<file path="config.mk">
export PLATFORM = sky130hd
export DESIGN_NAME = up_bus_arb
export DESIGN_NICKNAME = d
export VERILOG_FILES = /design/src/rtl/up_bus_arb.sv
export SDC_FILE = /design/constraint.sdc
export NUM_CORES = 1
export LEC_CHECK = 0
export CAP_MARGIN = 5
export CORE_MARGIN = 4
export CORE_UTILIZATION = 40
export DETAILED_ROUTE_END_ITERATION = 6
export PLACE_DENSITY = 0.87
export SETUP_SLACK_MARGIN = 0.5
export SLEW_MARGIN = 40
export SYNTH_ARGS = -nofsm -noshare
export SYNTH_HDL_FRONTEND = slang
export SYNTH_SLANG_ARGS = --single-unit
</file>
<file path="constraint.sdc">
create_clock -name clk -period 4 [get_ports clk]
set_clock_uncertainty 0.2 [all_clocks]
set_input_delay 0.6 -clock clk [delete_from_list [all_inputs] [get_ports clk]]
set_output_delay 0.6 -clock clk [all_outputs]
set_load 0.05 [all_outputs]
</file>
<file path="src/rtl/up_bus_arb.sv">
// up_bus_arb: round-robin two-master arbiter with m1 lock, driving the ha1588 register port.
module up_bus_arb #(
  parameter int RD_LATENCY = 1
) (
  input  logic        clk,
  input  logic        rst_n,
  input  logic        m0_req,
  input  logic        m0_wr,
  input  logic [7:0]  m0_addr,
  input  logic [31:0] m0_wdata,
  output logic        m0_ack,
  output logic [31:0] m0_rdata,
  input  logic        m1_req,
  input  logic        m1_wr,
  input  logic [7:0]  m1_addr,
  input  logic [31:0] m1_wdata,
  input  logic        m1_lock,
  output logic        m1_ack,
  output logic [31:0] m1_rdata,
  output logic        wr_out,
  output logic        rd_out,
  output logic [7:0]  addr_out,
  output logic [31:0] data_out,
  input  logic [31:0] data_in,
  output logic        busy
);
  localparam logic [1:0] IDLE = 2'd0, ISSUE = 2'd1, WAIT = 2'd2, ACK = 2'd3;
  logic [1:0] state, cnt;
  logic       last_grant, m1_owner, win, lat_wr;
  logic       g0, g1, pick;
  // m1_owner tracks whether m1 actually holds the bus, so lock only bites after an m1 grant
  assign g0   = m0_req && !(m1_lock && m1_owner);
  assign g1   = m1_req;
  assign pick = (g0 && g1) ? !last_grant : g1;
  assign wr_out = (state == ISSUE) && lat_wr;
  assign rd_out = (state == ISSUE) && !lat_wr;
  assign m0_ack = (state == ACK) && !win;
  assign m1_ack = (state == ACK) && win;
  assign busy   = state != IDLE;
  always_ff @(posedge clk or negedge rst_n) begin
    if (!rst_n) begin
      state      <= IDLE;
      cnt        <= '0;
      last_grant <= 1'b1;
      m1_owner   <= 1'b0;
      win        <= 1'b0;
      lat_wr     <= 1'b0;
      addr_out   <= '0;
      data_out   <= '0;
      m0_rdata   <= '0;
      m1_rdata   <= '0;
    end else begin
      case (state)
        IDLE: if (g0 || g1) begin
          win        <= pick;
          last_grant <= pick;
          m1_owner   <= pick;
          lat_wr     <= pick ? m1_wr : m0_wr;
          addr_out   <= pick ? m1_addr : m0_addr;
          data_out   <= pick ? m1_wdata : m0_wdata;
          state      <= ISSUE;
        end
        ISSUE: begin
          cnt   <= '0;
          state <= lat_wr ? ACK : WAIT;
        end
        WAIT: if (cnt == 2'(RD_LATENCY - 1)) begin
          if (win) m1_rdata <= data_in;
          else m0_rdata <= data_in;
          state <= ACK;
        end else cnt <= cnt + 2'd1;
        default: state <= IDLE;
      endcase
    end
  end
endmodule

</file>
==> results.md <==
Placed design:
- The global placement routability congestion is 0.7550.
- Detailed placement finished with a half-perimeter wire length of 9268 um.
- During placement, the flow inserted port buffers numbering 227.

Yosys:
- The cell accounting for the most synthesized area is sky130_fd_sc_hd__dfrtp_1.
- Synthesis produced 355 cells.
- Counting flops with an async set or reset pin after synthesis yields a share of 100.0%.
- Sequential cells were found to cover 58.62% of the synthesized design area.
- Each instance of the synthesized netlist takes up on average 13.35 um2.
- The synthesized design contains 111 register bits.
- The top cell type by area accounts for 58.06% of the synthesized area.
- The post-synthesis instance area is 4741 um2.
- In the post-synthesis netlist, the biggest area contributors are sky130_fd_sc_hd__dfrtp_1 (58%), sky130_fd_sc_hd__mux2_2 (13%), sky130_fd_sc_hd__mux2i_1 (8.7%).
- The prevailing post-synth register cell is sky130_fd_sc_hd__dfrtp_1.
- The net count after synthesis is 479.
- The number of warning messages in the yosys log is 0.
- The number of distinct standard cells referenced by the synthesized netlist is 26.
- The synthesized design contains 0 enable-type register cells.

Setup path:
- The slowest stage of the critical path belongs to the cell sky130_fd_sc_hd__clkdlybuf4s50_1.
- Data arrives at the worst endpoint at 2.06 ns.
- The critical path in this run is classified as flop to primary output.
- The critical path startpoint category is a flop.
- The critical path goes through inv_1 > ha_1 > inv_1 > clkdlybuf4s50_1.
- The kind of end point of the critical path is a primary output.
- The kind of cell adding the most delay to the critical path is buffers and inverters.
- Counting both buffers and inverters, the worst setup path holds a total of 3.
- The critical path's largest stage delay is 0.83 ns.
- The setup slack of the worst register-to-register path is 1.63 ns.
- The library cell appearing most often on the critical path is sky130_fd_sc_hd__inv_1.
- Of all nets on the critical path, the largest fanout is 6.
- The required arrival time at the worst endpoint is 3.20 ns.

Clock network:
- The clock-pin slew of the registers on the worst-case setup and hold paths is 0.07 ns.
- The maximum level of the CTS H-tree is 3.
- The number of buffers added by the clock tree synthesis step is 9.
- Once the clock tree was built, the resizer swapped 0 gates to a different size.
- The buffer levels on the longest clock path is 2.
- The number of hold buffers added after CTS was 0.
- The number of sinks on the clock net is 111.
- The clock reaches the later pin of the worst-skew pair after 0.34 ns.
- The number of buffers inserted to repair setup after CTS is 0.
- The library cell used as clock root buffer is sky130_fd_sc_hd__clkbuf_16.
- The TritonCTS clock tree is yes.

Pwr:
- Power spread over the standard cell area amounts to 1007 nW/um2.
- The peak supply drop is 411.1 uV.
- Summed over all cells, the static leakage comes to 3.292 nW.

Timing:
- In this run the tightest slew margin relative to its limit is 53.29%.
- Setup repair after global routing left no endpoint under its margin.
- Summed over all failing endpoints, the final setup total negative slack is 0 ns.
- The max-slew violation count was 0.
- The final setup violation count is 0.
- The final cycle utilization of the critical path is 71.48%.
- The pin slew with the least headroom to its limit is 0.7007 ns.
- On the final layout, the worst hold slack is 0.07956 ns.
- The total count of hold-check failures in the final report is 0.
- The final critical-path required period is 2.859 ns.
- For this run, the top clock speed supported by timing is 349.7 MHz.

Route:
- The vias after detailed routing is 3555.
- The detail route stage leaves a number of antenna-violating nets equal to 0.
- The number of violations reported at the end of detailed-routing iteration 0 is 151.
- The first detailed-routing pass took 4 iterations.
- After detailed routing, the number of remaining DRC violations is 0.
- The total routed wirelength is 12220 um.
- The number of vias per cell is 4.903.
- The mean routed wirelength per cell is 16.85 um.

Floorplanning:
- The number of I/O pins is 228.
- The die is 116.9 um tall.
- The width of the die is 116.9 um.
- Once the floorplan was initialized, standard cells occupied 41.17% of the core.
- After floorplanning, the core was sized to cover 11520 um2.
- The die covers 13660 um2.
- After floorplanning, the core was divided into 39 placement rows.

Global route:
- The number of antenna violations at the first check in global routing is 0.
- Entering global routing, the biggest net connects 63 pins.
- The overflow left after global routing is 0.
- The combined global-route utilization of all metal layers is 17.63%.
- The first global-routing pass estimated 18550 um of wire.
- The via count of the first global-routing pass is 3750.

Status:
- The run finished with clean final reports.

Finish:
- The area growth from synthesis to layout is 56.45%.
- The layout cell share with drive strength beyond 1 is 15.81%.
- The post-layout net count is 701.
- After filler insertion, the fill cell instance count of the layout stands at 840.
- The antenna cell count is 0.

Min path:
- The path class of the tightest hold or removal check is input port to async pin.

Flow run:
- Max-cap violations in this run came to 0.
## cell usage after synthesis, types with 2 or more instances
cell / n
sky130_fd_sc_hd__mux2_2: 56
sky130_fd_sc_hd__mux2i_1: 41
sky130_fd_sc_hd__o21ai_1: 40
sky130_fd_sc_hd__ha_1: 5
sky130_fd_sc_hd__o21ai_0: 4
sky130_fd_sc_hd__buf_2: 9
sky130_fd_sc_hd__nand2_1: 43
sky130_fd_sc_hd__clkbuf_1: 3
sky130_fd_sc_hd__buf_12: 4
sky130_fd_sc_hd__mux2_4: 10
sky130_fd_sc_hd__nor2b_1: 3
sky130_fd_sc_hd__and2_1: 2
sky130_fd_sc_hd__dfrtp_1: 110
sky130_fd_sc_hd__nor2_1: 5
sky130_fd_sc_hd__buf_6: 5
sky130_fd_sc_hd__inv_1: 5
## routing by layer
layer,GRT usage [%],vias up,wire [um]
met5,0,-,0
met4,7.798,0,298
met3,4.679,21,1009
met2,29.84,169,5850
met1,21.17,1692,5060
li1,-,1673,-
## worst paths after layout
| check | from | to | cells past startpoint |
|---|---|---|---|
| setup / recovery | state[0]$_DFFE_PN0P_ | busy | 4 |
| hold / removal | rst_n | m0_rdata[25]$_DFFE_PN0P_ | 1 |
| setup reg to reg | win$_DFFE_PN0P_ | data_out[17]$_DFFE_PN0P_ | 5 |
| hold reg to reg | data_out[2]$_DFFE_PN0P_ | data_out[2]$_DFFE_PN0P_ | 2 |
| max in group asynchronous | rst_n | data_out[5]$_DFFE_PN0P_ | 2 |
| min in group clk | data_out[2]$_DFFE_PN0P_ | data_out[2]$_DFFE_PN0P_ | 2 |
## cells by family after synthesis
family	Yosys count	share of synthesized area, %
AO/OA/AOI/OAI	50	5.674
adder cells (fa/ha/maj)	5	1.320
buffers and inverters	26	4.460
flip-flops	111	58.62
multiplexers	107	25.13
AND/OR/NAND/NOR	56	4.803
## flip-flops by register name, summed over array words and instances (netlist names)
name,count
addr_out,8
cnt,2
data_out,32
last_grant,1
lat_wr,1
m0_rdata,32
m1_rdata,32
state,2
win,1
## worst register-to-register path, delay by kind of cell (launching register included)
kind,cells,cell delay (ns)
AO/OA/AOI/OAI,3,1.03
flip-flops,1,0.47
buffers and inverters,1,0.28
multiplexers,1,0.26
## cells in the final DEF (no fill, tap or decap)
| cell type | instances |
|---|---|
| sky130_fd_sc_hd__clkdlybuf4s50_1 | 226 |
| sky130_fd_sc_hd__dfrtp_1 | 110 |
| sky130_fd_sc_hd__mux2_2 | 56 |
| sky130_fd_sc_hd__nand2_1 | 43 |
| sky130_fd_sc_hd__mux2i_1 | 41 |
| sky130_fd_sc_hd__o21ai_1 | 39 |
| sky130_fd_sc_hd__mux2_4 | 10 |
| sky130_fd_sc_hd__clkbuf_16 | 9 |
| sky130_fd_sc_hd__inv_1 | 5 |
| sky130_fd_sc_hd__nor2_1 | 5 |
| sky130_fd_sc_hd__ha_1 | 5 |
| sky130_fd_sc_hd__o21ai_0 | 4 |
| sky130_fd_sc_hd__clkbuf_8 | 4 |
| sky130_fd_sc_hd__buf_4 | 4 |
| sky130_fd_sc_hd__nor2b_1 | 3 |
| sky130_fd_sc_hd__and2_1 | 2 |
| sky130_fd_sc_hd__bufinv_16 | 2 |
| sky130_fd_sc_hd__buf_12 | 2 |
| sky130_fd_sc_hd__nand3_1 | 1 |
| sky130_fd_sc_hd__or2_4 | 1 |
| sky130_fd_sc_hd__a21boi_2 | 1 |
| sky130_fd_sc_hd__o21ai_4 | 1 |
| sky130_fd_sc_hd__a21bo_2 | 1 |
| sky130_fd_sc_hd__nor3_1 | 1 |
| sky130_fd_sc_hd__a21o_1 | 1 |
| sky130_fd_sc_hd__a22o_1 | 1 |
| sky130_fd_sc_hd__a21oi_1 | 1 |
| sky130_fd_sc_hd__a31oi_1 | 1 |
| sky130_fd_sc_hd__clkbuf_1 | 1 |
| sky130_fd_sc_hd__dfstp_2 | 1 |
## per-stage QoR
stage	power (mW)	worst slack (ns)	util (%)	cell area (um2)	cells
2_1_floorplan	5.019	1.870	-	4741	355
3_3_place_gp	6.412	1.181	61.40	7071	709
3_5_place_dp	6.516	1.055	61.42	7073	709
4_1_cts	7.539	1.103	64.41	7417	725
5_1_grt	7.831	1.014	64.41	7417	725
6_report	7.468	1.141	64.41	7417	725
## report_power, final
part | total, mW | internal, mW | switching (mW)
clock network | 1.00 | 0.618 | 0.383
registers | 2.01 | 1.69 | 0.321
logic | 4.45 | 1.65 | 2.81
## cell type report
class                           count  area (um2)  area share (%)
Timing Repair Buffer              232        2332           31.44
Inverter                            5       18.77          0.2530
Multi-Input combinational cell    218        1764           23.79
Clock inverter                      2       60.06          0.8097
Tap cell                          143       178.9           2.412
Sequential cell                   111        2779           37.47
Clock buffer                       14       284.0           3.829
No activity file was read; power rests on OpenSTA's default activity.
